[src/rtl/uart_loopback_ctrl.sv]
// UART loopback buffer: received bytes are queued in a circular FIFO and forwarded
// to the transmitter through a ready/valid output register, with overflow accounting.
module uart_loopback_ctrl #(
    parameter int P_DATA_WIDTH  = 8,
    parameter int P_FIFO_DEPTH  = 16,
    parameter int P_AFULL_LEVEL = 12,
    parameter int P_CNT_WIDTH   = 16
) (
    input  logic                            i_clk,
    input  logic                            i_rst_n,
    input  logic [P_DATA_WIDTH-1:0]         i_rx_data,
    input  logic                            i_rx_valid,
    output logic [P_DATA_WIDTH-1:0]         o_tx_data,
    output logic                            o_tx_valid,
    input  logic                            i_tx_ready,
    input  logic                            i_tx_en,
    input  logic                            i_clr_ovf,
    output logic [$clog2(P_FIFO_DEPTH):0]   o_level,
    output logic                            o_afull,
    output logic                            o_overflow,
    output logic [P_CNT_WIDTH-1:0]          o_drop_cnt
);

    localparam int ADDR_W = $clog2(P_FIFO_DEPTH);
    localparam int PTR_W  = ADDR_W + 1;

    localparam logic [PTR_W-1:0]       PTR_ONE   = PTR_W'(1);
    localparam logic [PTR_W-1:0]       FULL_XOR  = {1'b1, {ADDR_W{1'b0}}};
    localparam logic [PTR_W-1:0]       AFULL_LVL = PTR_W'(P_AFULL_LEVEL);
    localparam logic [P_CNT_WIDTH-1:0] CNT_ONE   = P_CNT_WIDTH'(1);
    localparam logic [P_CNT_WIDTH-1:0] CNT_ZERO  = {P_CNT_WIDTH{1'b0}};
    localparam logic [P_CNT_WIDTH-1:0] CNT_MAX   = {P_CNT_WIDTH{1'b1}};

    logic [P_DATA_WIDTH-1:0] mem_q [P_FIFO_DEPTH];

    logic [PTR_W-1:0]        wr_ptr_q, wr_ptr_d;
    logic [PTR_W-1:0]        rd_ptr_q, rd_ptr_d;
    logic [PTR_W-1:0]        level_q, level_d;
    logic                    afull_q, afull_d;
    logic                    tx_valid_q, tx_valid_d;
    logic [P_DATA_WIDTH-1:0] tx_data_q, tx_data_d;
    logic                    ovf_q, ovf_d;
    logic [P_CNT_WIDTH-1:0]  cnt_q, cnt_d;

    logic full_s, empty_s, push_s, drop_s, pop_s, xfer_s;

    // Handshake decode; a full FIFO drops the incoming byte even when a pop frees a slot.
    always_comb begin
        full_s  = ((wr_ptr_q ^ rd_ptr_q) == FULL_XOR);
        empty_s = (wr_ptr_q == rd_ptr_q);
        xfer_s  = tx_valid_q && i_tx_ready;
        push_s  = i_rx_valid && !full_s;
        drop_s  = i_rx_valid && full_s;
        pop_s   = !empty_s && i_tx_en && (!tx_valid_q || xfer_s);
    end

    // Next-state for pointers, level/almost-full, output register and drop accounting.
    always_comb begin
        wr_ptr_d   = wr_ptr_q;
        rd_ptr_d   = rd_ptr_q;
        tx_valid_d = tx_valid_q;
        tx_data_d  = tx_data_q;
        ovf_d      = ovf_q;
        cnt_d      = cnt_q;

        if (push_s) begin
            wr_ptr_d = wr_ptr_q + PTR_ONE;
        end else begin
            wr_ptr_d = wr_ptr_q;
        end

        if (pop_s) begin
            rd_ptr_d   = rd_ptr_q + PTR_ONE;
            tx_valid_d = 1'b1;
            tx_data_d  = mem_q[rd_ptr_q[ADDR_W-1:0]];
        end else if (xfer_s) begin
            rd_ptr_d   = rd_ptr_q;
            tx_valid_d = 1'b0;
        end else begin
            rd_ptr_d   = rd_ptr_q;
        end

        level_d = wr_ptr_d - rd_ptr_d;
        afull_d = (level_d >= AFULL_LVL);

        // A clear coinciding with a drop leaves exactly that one drop recorded.
        if (i_clr_ovf) begin
            ovf_d = drop_s;
            cnt_d = drop_s ? CNT_ONE : CNT_ZERO;
        end else if (drop_s) begin
            ovf_d = 1'b1;
            cnt_d = (cnt_q == CNT_MAX) ? cnt_q : cnt_q + CNT_ONE;
        end else begin
            ovf_d = ovf_q;
            cnt_d = cnt_q;
        end
    end

    // Control and status registers.
    always_ff @(posedge i_clk or negedge i_rst_n) begin
        if (!i_rst_n) begin
            wr_ptr_q   <= {PTR_W{1'b0}};
            rd_ptr_q   <= {PTR_W{1'b0}};
            level_q    <= {PTR_W{1'b0}};
            afull_q    <= 1'b0;
            tx_valid_q <= 1'b0;
            tx_data_q  <= {P_DATA_WIDTH{1'b0}};
            ovf_q      <= 1'b0;
            cnt_q      <= CNT_ZERO;
        end else begin
            wr_ptr_q   <= wr_ptr_d;
            rd_ptr_q   <= rd_ptr_d;
            level_q    <= level_d;
            afull_q    <= afull_d;
            tx_valid_q <= tx_valid_d;
            tx_data_q  <= tx_data_d;
            ovf_q      <= ovf_d;
            cnt_q      <= cnt_d;
        end
    end

    // Storage array; contents are don't-care until written, so it carries no reset.
    always_ff @(posedge i_clk) begin
        if (push_s) begin
            mem_q[wr_ptr_q[ADDR_W-1:0]] <= i_rx_data;
        end
    end

    assign o_tx_data  = tx_data_q;
    assign o_tx_valid = tx_valid_q;
    assign o_level    = level_q;
    assign o_afull    = afull_q;
    assign o_overflow = ovf_q;
    assign o_drop_cnt = cnt_q;

endmodule
[config.mk]
export PLATFORM = sky130hd
export DESIGN_NAME = uart_loopback_ctrl
export DESIGN_NICKNAME = d
export VERILOG_FILES = /design/src/rtl/uart_loopback_ctrl.sv
export SDC_FILE = /design/constraint.sdc
export NUM_CORES = 1
export LEC_CHECK = 0
export ABC_AREA = 1
export ABC_CLOCK_PERIOD_IN_PS = 2700
export CELL_PAD_IN_SITES_DETAIL_PLACEMENT = 1
export CELL_PAD_IN_SITES_GLOBAL_PLACEMENT = 1
export CORE_MARGIN = 2
export CORE_UTILIZATION = 48
export DETAILED_ROUTE_END_ITERATION = 8
export PLACE_DENSITY = 0.89
export SLEW_MARGIN = 5
export SYNTH_ARGS = -nofsm -noshare
export SYNTH_HDL_FRONTEND = slang
export SYNTH_SLANG_ARGS = --single-unit
[constraint.sdc]
create_clock -name i_clk -period 2.7 [get_ports i_clk]
set_input_delay 0.27 -clock i_clk [delete_from_list [all_inputs] [get_ports i_clk]]
set_output_delay 0.27 -clock i_clk [all_outputs]
set_load 0.005 [all_outputs]
**Yosys cells after proc, flatten, opt, wreduce, memory -nomap -nowiden**

Memories as Yosys holds them, arrays and structs flattened. A register that Yosys moved wholly into a read port is not among the register bits.
Index checks and enable logic that the tools add are counted.
W data, S select, Z words.

- Magnitude comparators: 1
- Equal/unequal tests: 4
- Multiplexer cells: 12
- Reductions and logical operators: 13
- $add $sub $neg: 4
- Bitwise gates (word level): 1

Operator list:

| kind | number |
|---|---|
| $mux W16 | 3 |
| $add A16 B1 Y16 const B | 1 |
| $eq A16 B16 Y1 const B | 1 |
| $add A5 B1 Y5 const B | 2 |
| $mux W5 | 2 |
| $mux W1 | 7 |
| $eq A5 B5 Y1 | 1 |
| $eq A5 B5 Y1 const B | 1 |
| $ge A5 B4 Y1 const B | 1 |
| $logic_and A1 B1 Y1 | 5 |
| $sub A5 B5 Y5 | 1 |
| $xor A5 B5 Y5 | 1 |
| $logic_not A1 Y1 | 4 |
| $reduce_bool A2 Y1 | 2 |
| $ne A2 B2 Y1 const B | 1 |
| $reduce_and A2 Y1 | 1 |
| $logic_or A1 B1 Y1 | 1 |

- Logic and storage cells: 43
- Flip-flop bits (word level): 34
- Memories kept: 1
- RAM bits: 128
- Input port bits: 14
- Output and inout bits: 32

Memory list:

| name | words | bits a word | rd ports | clocked after Yosys merged registers in | write ports | line | source |
|---|---|---|---|---|---|---|---|
| mem_q | 16 | 8 | 1 | 1 | 1 | 34 | `logic [P_DATA_WIDTH-1:0] mem_q [P_FIFO_DEPTH];` |

**Longest topological paths before layout**

Gate-level depths: netlist of run 1.

- Depth after elaboration: 7
- Mapped depth: 18
- Gate-level depth less buffers: 17

**Worst setup path before layout of run 1**

Ideal clock, no wire load.

- Kind: reg-to-reg
- From: register rd_ptr_q[1]
- To: register level_q[3], in the netlist o_level[3]
- Stages on the path, launching flop included: 15
- Setup slack: 367 ps
- Path buffers: 1
- Clock period less this slack: 2333 ps
- Arrival time: 2214 ps
- Setup time: 119 ps
- Data required time: 2581 ps
- Path through: dfrtp_1 -> buf_4 -> nand2_1 -> nand2_1 -> nor2_1 -> nand3_1 -> nand3_2 -> inv_2 -> o21ai_0 -> ha_1 -> a21oi_1 -> inv_1 -> nand2_1 -> nand3_1 -> and2_1

- Word-level cells in the longest chain between the ends: 6
- Elaborated cells between the ends (all ways): 12
- Classes of those cells: add/sub (2); eq/ne (2); mux (2); bitwise (1); reduce/logical (5)

RTL lines:

| item | line | source |
|---|---|---|
| start: declaration | 37 | `logic [PTR_W-1:0] rd_ptr_q, rd_ptr_d;` |
| start signal: assignment | 103 | `rd_ptr_q <= {PTR_W{1'b0}};` |
| start signal: assignment | 112 | `rd_ptr_q <= rd_ptr_d;` |
| parallel branches: the longest is 5 deep, another holds $add A5 B1 Y5 | - |  |
| $sub A5 B5 Y5 * | 83 | `level_d = wr_ptr_d - rd_ptr_d;` |
| net level_d[3] | 38 | `logic [PTR_W-1:0] level_q, level_d;` |
| end signal: assignment | 104 | `level_q <= {PTR_W{1'b0}};` |
| end signal: assignment | 113 | `level_q <= level_d;` |
| end: declaration | 38 |  |

Mark *: on every way through the listed nets, which the timed path passes.
A chain may end at the register's enable or synchronous reset.

**Worst setup path in the final report of run 1**

- From: register wr_ptr_q[1]
- To: register afull_q, in the netlist o_afull

- Word-level cells in the longest chain between the ends: 7
- Elaborated cells between the ends (all ways): 13
- Classes of those cells: add/sub (2); order compare (1); eq/ne (2); mux (2); bitwise (1); reduce/logical (5)

RTL lines:

| item | line | source |
|---|---|---|
| start: declaration | 36 | `logic [PTR_W-1:0] wr_ptr_q, wr_ptr_d;` |
| start signal: assignment | 102 | `wr_ptr_q <= {PTR_W{1'b0}};` |
| start signal: assignment | 111 | `wr_ptr_q <= wr_ptr_d;` |
| $eq A5 B5 Y1 | 50 | `empty_s = (wr_ptr_q == rd_ptr_q);` |
| $logic_not A1 Y1 | 54 | `pop_s = !empty_s && i_tx_en && (!tx_valid_q \|\| xfer_s);` |
| $logic_and A1 B1 Y1 (2 in a row) | 54 |  |
| $mux W5 | 72 | `if (pop_s) begin` |
| net rd_ptr_d[0] | 37 |  |
| $sub A5 B5 Y5 | 83 |  |
| $ge A5 B4 Y1 | 84 | `afull_d = (level_d >= AFULL_LVL);` |
| net afull_d | 39 | `logic afull_q, afull_d;` |
| end signal: assignment | 114 | `afull_q <= afull_d;` |
| end: declaration | 39 |  |

The timed path passes the listed nets, and every way through them passes these cells.

==> results of run 1 <==
metal layers:
layer,track usage,up-vias,wire length (um)
met3,0.0536,82,1040
met4,0.122,0,807
met5,0,-,0
li1,-,2367,-
met2,0.460,218,10600
met1,0.317,2722,8080
cells by family after synthesis:
kind of cell | after synthesis
buf+inv | 73
flops | 170
compound gates | 142
simple gates | 223
xor+xnor | 13
fa+ha+maj | 10
worst paths after layout:
kind | slack (ps) | end | start | depth (start not counted)
max in group asynchronous | 1990 | rd_ptr_q[2] | i_rst_n | 1
min reg2reg | 490 | o_tx_data[4] | o_tx_data[4] | 1
min | 20 | rd_ptr_q[4] | i_rst_n | 1
min in group i_clk | 490 | o_tx_data[4] | o_tx_data[4] | 1
max reg2reg | 90 | o_afull | wr_ptr_q[1] | 17
max | 90 | o_afull | wr_ptr_q[1] | 17
worst max-delay path: cells and delay by family (launching register included):
kind / cells / cell delay [ps]
adder cells (fa/ha/maj): 2 / 500
flip-flops: 1 / 440
XOR/XNOR: 1 / 180
buffers and inverters: 4 / 410
AND/OR/NAND/NOR: 10 / 950
final cells by class:
| cell class | count | area, um^2 | area share |
|---|---|---|---|
| clock inverters | 13 | 178 | 0.0205 |
| flip-flops and latches | 170 | 4900 | 0.565 |
| repair buffers | 68 | 618 | 0.0713 |
| inverters | 44 | 170 | 0.0196 |
| multi-input cells | 388 | 2140 | 0.247 |
| clock buffers | 18 | 429 | 0.0495 |
| well taps | 188 | 235 | 0.0271 |
placed cells by master, fill, tap and decap left out, drive strengths merged:
cell type | netlist | routed
a21oi | 9 | 9
a2bb2oi | 1 | 1
and2 | 1 | 1
buf | 5 | 24
bufinv | 0 | 4
clkbuf | 24 | 18
clkdlybuf4s50 | 0 | 44
clkinv | 0 | 7
clkinvlp | 0 | 2
dfrtp | 42 | 42
edfxtp | 128 | 128
fa | 1 | 1
ha | 9 | 9
inv | 44 | 44
nand2 | 76 | 76
nand3 | 34 | 34
nand4 | 7 | 7
nor2 | 99 | 99
nor3 | 4 | 4
nor4 | 1 | 1
o211ai | 14 | 14
o21a | 8 | 8
o21ai | 75 | 75
o221ai | 18 | 18
o22ai | 14 | 14
o31ai | 3 | 3
or2 | 1 | 1
xnor2 | 2 | 2
xor2 | 11 | 11
power groups by stage:
| stage | clock (mW) | combinational (mW) | sequential, mW |
|---|---|---|---|
| after floorplan | 0 | 2.08 | 3.42 |
| after global placement | 0 | 3.06 | 3.47 |
| after detailed placement | 0 | 3.29 | 3.51 |
| after CTS | 2.54 | 3.42 | 3.46 |
| after global routing | 2.64 | 3.92 | 3.51 |
| final | 2.53 | 3.64 | 3.47 |
sequential cells by signal (all words and copies together) (netlist names):
| signal | cells |
|---|---|
| o_overflow | 1 |
| o_tx_valid | 1 |
| wr_ptr_q | 5 |
| o_drop_cnt | 16 |
| o_afull | 1 |
| mem_q | 128 |
| o_tx_data | 8 |
| o_level | 5 |
| rd_ptr_q | 5 |
what timing repair did:
action | CTS | global route
gates resized for setup | 1 | 14
hold buffers | 0 | 0
endpoints found under the setup margin | 3 | 52
pin swaps | 0 | 3
buffers inserted | 1 | 4
==> results.json, run 1 <==
{
  "status": "completed",
  "fin_util": 0.577,
  "grt_usage": 0.264,
  "yosys.area.top_type_share": 0.528,
  "syn-instance-count": 631,
  "maxCapViolations": 0,
  "max_slew.worst_pin.slew_ps": 1050,
  "dr.pass1.iters": 5,
  "die_h_um": 127,
  "p_int_mw": 6.01,
  "clock_power_share": 0.262,
  "syn_area_per_cell_um2": 11.5,
  "htree_levels": 4,
  "p_sw_mw": 3.62,
  "start_util": 0.484,
  "vdd_drop_max_mv": 0.641,
  "core_um2": 15000,
  "synth_top_family_by_area": "simple AND/OR/NAND/NOR gates",
  "synthMuxAreaShare": 0,
  "finalHoldViolations": 0,
  "ioPinCount": 46,
  "swShare": 0.376,
  "critPathRequiredTime_ps": 3020,
  "timing.hold.ws_ps": 18.1,
  "clk_latency_ps": 440,
  "detail-route-antenna-nets": 0,
  "crit_chain": "inv_1 > nand2_1 > nand2_1 > nor2_4 > nand3_2 > nand3_4 > xor2_1 > inv_1 > ha_1 > inv_1 > fa_2 > inv_1 > nand2_1 > nand2_1 > nand2_1 > nand2_1 > nand3_1",
  "grt_pass1_wl_um": 31900,
  "fin_crit_ps": 2610,
  "drc": 0,
  "cp-end-kind": "register",
  "cts_buffer_depth": 2,
  "clkSinkCount": 170,
  "grt_start_max_net_pins": 65,
  "leakage_nw": 3.11,
  "area_growth_syn_to_layout_pct": 19.2,
  "antenna_found_initial": 0,
  "grt_pass1_vias": 5789,
  "dp_hpwl_um": 13100,
  "die-area_um2": 16200,
  "synth_seq_cells": 170,
  "tns_ps": 0,
  "async_flop_share": 0.247,
  "cts_tree": "built",
  "max_stage_delay_ps": 440,
  "p_seq_frac": 0.361,
  "cts-root-buf": "clkbuf_16",
  "synth_common_cells": "edfxtp_1 (128), nor2_1 (95), o21ai_0 (71)",
  "synth_compound_area_frac": 0.119,
  "avgRoutedWirePerCell_um": 23.1,
  "syn_area_um2": 7280,
  "p_per_area_nw_per_um2": 1110,
  "synth_xor_area_frac": 0.0156,
  "ys_types": 36,
  "ys.flop_type": "edfxtp_1",
  "skew_ps": 8.65,
  "power_frac_comb": 0.377,
  "min_period_over_period": 0.967,
  "synth.area.top_cells": "edfxtp_1 (53%), dfrtp_1 (14%), nor2_1 (4.9%)",
  "place_area_um2": 7980,
  "drtIter0Drc": 503,
  "cpMaxStageDelayCell": "dfrtp_2",
  "n_antenna_cell": 0,
  "final_area_um2": 8670,
  "fmax_ghz": 0.383,
  "instances_no_fill": 889,
  "yosys.area_share.simple": 0.136,
  "slew_violations": 0,
  "vias": 5389,
  "yosys_warnings": 0,
  "synth_edf_count": 128,
  "yosysMostFrequentCell": "edfxtp_1",
  "synth_adder_area_share": 0.0182,
  "cpMostUsedCell": "nand2_1",
  "setup_viol": 0,
  "port_buffers": 45,
  "synth-seq-area-share": 0.673,
  "placementRows": 45,
  "cp-start-kind": "register",
  "via_per_inst": 6.06,
  "hold_path.class": "input pin to asynchronous set/reset pin",
  "fin_nets": 713,
  "path_max_fanout": 5,
  "die-width_um": 127,
  "cts_buffers": 17,
  "slew_headroom": 0.300,
  "dp_cells": 853,
  "worst_ep_arrival_time_ps": 2930,
  "fillers": 1535,
  "layout-drive-gt1-share": 0.126,
  "p_total_mw": 9.64,
  "syn-num-nets": 655,
  "grt.overflow.total": 0,
  "dpl_worst_slack_ps": 8.17,
  "timing.final.ws_setup_ps": 89.5,
  "clk_pin_slew_worst_paths_ps": 60,
  "synth_area_leader_cell": "edfxtp_1",
  "crit_type": "register to register",
  "wl_um": 20600,
  "gp_congestion": 0.861
}
(Power assumes the default switching activity.)
==> run 2, diff against run 1 <==
SKIP_CTS_REPAIR_TIMING = 1   (was unset)
==> results.json, run 2 (synthesis gave the netlist of run 1 again) <==
{
  "status": "completed",
  "p_int_mw": 6.02,
  "drtIter0Drc": 479,
  "clock_power_share": 0.260,
  "placementRows": 45,
  "dr.pass1.iters": 5,
  "finalHoldViolations": 0,
  "grt_pass1_wl_um": 31900,
  "cts_buffer_depth": 2,
  "grt_pass1_vias": 5789,
  "grt_usage": 0.264,
  "detail-route-antenna-nets": 0,
  "wl_um": 21000,
  "avgRoutedWirePerCell_um": 23.7,
  "path_buf_inv": 3,
  "tns_ps": 0,
  "antenna_found_initial": 0,
  "final_area_um2": 8660,
  "slew_violations": 0,
  "min_period_over_period": 0.973,
  "cts_buffers": 17,
  "via_per_inst": 6.10,
  "vdd_drop_max_mv": 0.640,
  "cp-start-kind": "register",
  "timing.hold.ws_ps": 11.9,
  "fillers": 1535,
  "power_frac_comb": 0.381,
  "crit_type": "register to register",
  "clkSinkCount": 170,
  "die_h_um": 127,
  "gp_congestion": 0.861,
  "worst_ep_arrival_time_ps": 2940,
  "ioPinCount": 46,
  "hold_path.class": "input pin to asynchronous set/reset pin",
  "cp-end-kind": "register",
  "final_cell_mix": "edfxtp_1 (128), nor2_1 (94), o21ai_0 (71), nand2_1 (70), clkdlybuf4s50_1 (44)",
  "cpMostUsedCell": "nand2_1",
  "slew_headroom": 0.295,
  "cts_tree": "built",
  "port_buffers": 45,
  "drc": 0,
  "vias": 5414,
  "leakage_nw": 3.11,
  "fin_nets": 711,
  "layout-drive-gt1-share": 0.126,
  "dp_hpwl_um": 13100,
  "area_growth_syn_to_layout_pct": 19.0,
  "p_per_area_nw_per_um2": 1120,
  "final_common_cell": "edfxtp_1",
  "swShare": 0.379,
  "htree_levels": 4,
  "fmax_ghz": 0.381,
  "n_antenna_cell": 0,
  "p_sw_mw": 3.67,
  "place_area_um2": 7980,
  "crit_chain": "inv_2 > nand2_1 > nand2_1 > nor2_4 > nand3_2 > nand3_4 > inv_4 > nand4_1 > xor2_1 > ha_1 > inv_1 > a21oi_1 > nand2_1 > nand2_1 > nand2_1 > nand3_1",
  "clk_latency_ps": 440,
  "max_stage_delay_ps": 460,
  "cp_top_family": "simple AND/OR/NAND/NOR gates",
  "path_max_fanout": 7,
  "fin_crit_ps": 2630,
  "skew_ps": 8.10,
  "clk_pin_slew_worst_paths_ps": 60,
  "setup_viol": 0,
  "cts-root-buf": "clkbuf_16",
  "start_util": 0.484,
  "core_um2": 15000,
  "p_seq_frac": 0.359,
  "grt.overflow.total": 0,
  "maxCapViolations": 0,
  "die-width_um": 127,
  "critPathRequiredTime_ps": 3010,
  "die-area_um2": 16200,
  "max_slew.worst_pin.slew_ps": 1050,
  "grt_start_max_net_pins": 65,
  "largest_register_ffs": 128,
  "cpMaxStageDelayCell": "dfrtp_2"
}
-- run 2: changes by cell type in the layout (fill, tap and decap cells not counted), sizes merged --
cell,previous run,this run
buf,24,22
-- run 2: path summary, 6_finish.rpt --
path	cells after the start	slack (ps)	start	to
worst max-delay path	16	70	wr_ptr_q[1]	o_afull
worst min-delay path	1	10	i_rst_n	o_tx_valid
worst max register to register	16	70	wr_ptr_q[1]	o_afull
worst min register to register	1	490	o_tx_data[4]	o_tx_data[4]
max in group asynchronous	1	2000	i_rst_n	wr_ptr_q[2]
min in group i_clk	1	490	o_tx_data[4]	o_tx_data[4]
-- run 2: final cells by class --
| class | count | area [um^2] | share of cell area |
|---|---|---|---|
| Sequential cell | 170 | 4900 | 0.566 |
| Timing Repair Buffer | 66 | 603 | 0.0696 |
| Inverter | 44 | 168 | 0.0194 |
| Clock buffer | 18 | 429 | 0.0496 |
| Tap cell | 188 | 235 | 0.0272 |
| Multi-Input combinational cell | 388 | 2150 | 0.248 |
| Clock inverter | 13 | 178 | 0.0205 |
-- run 2: power by group through the flow --
stage / clock (mW) / sequential [mW] / combinational (mW)
CTS: 2.54 / 3.46 / 3.40
finish: 2.52 / 3.48 / 3.69
detailed placement: 0 / 3.51 / 3.29
floorplan: 0 / 3.42 / 2.08
global route: 2.64 / 3.51 / 3.96
global placement: 0 / 3.47 / 3.06
-- run 2: routing by layer --
| metal | part of all wire | GRT usage | vias up |
|---|---|---|---|
| met1 | 0.39 | 0.315 | 2744 |
| li1 | - | - | 2363 |
| met5 | 0 | 0 | - |
| met2 | 0.52 | 0.460 | 230 |
| met4 | 0.036 | 0.124 | 0 |
| met3 | 0.055 | 0.0553 | 77 |
-- run 2: metrics by stage --
step / worst slack, ps / power [mW] / instances / utilization
after global placement: 247 / 6.52 / 853 / 0.531
after global routing: -53.4 / 10.1 / 887 / 0.576
after CTS: -70.1 / 9.41 / 884 / 0.571
after detailed placement: 8.17 / 6.80 / 853 / 0.531
after floorplan: 367 / 5.50 / 631 / -
final: 74.1 / 9.69 / 887 / 0.576
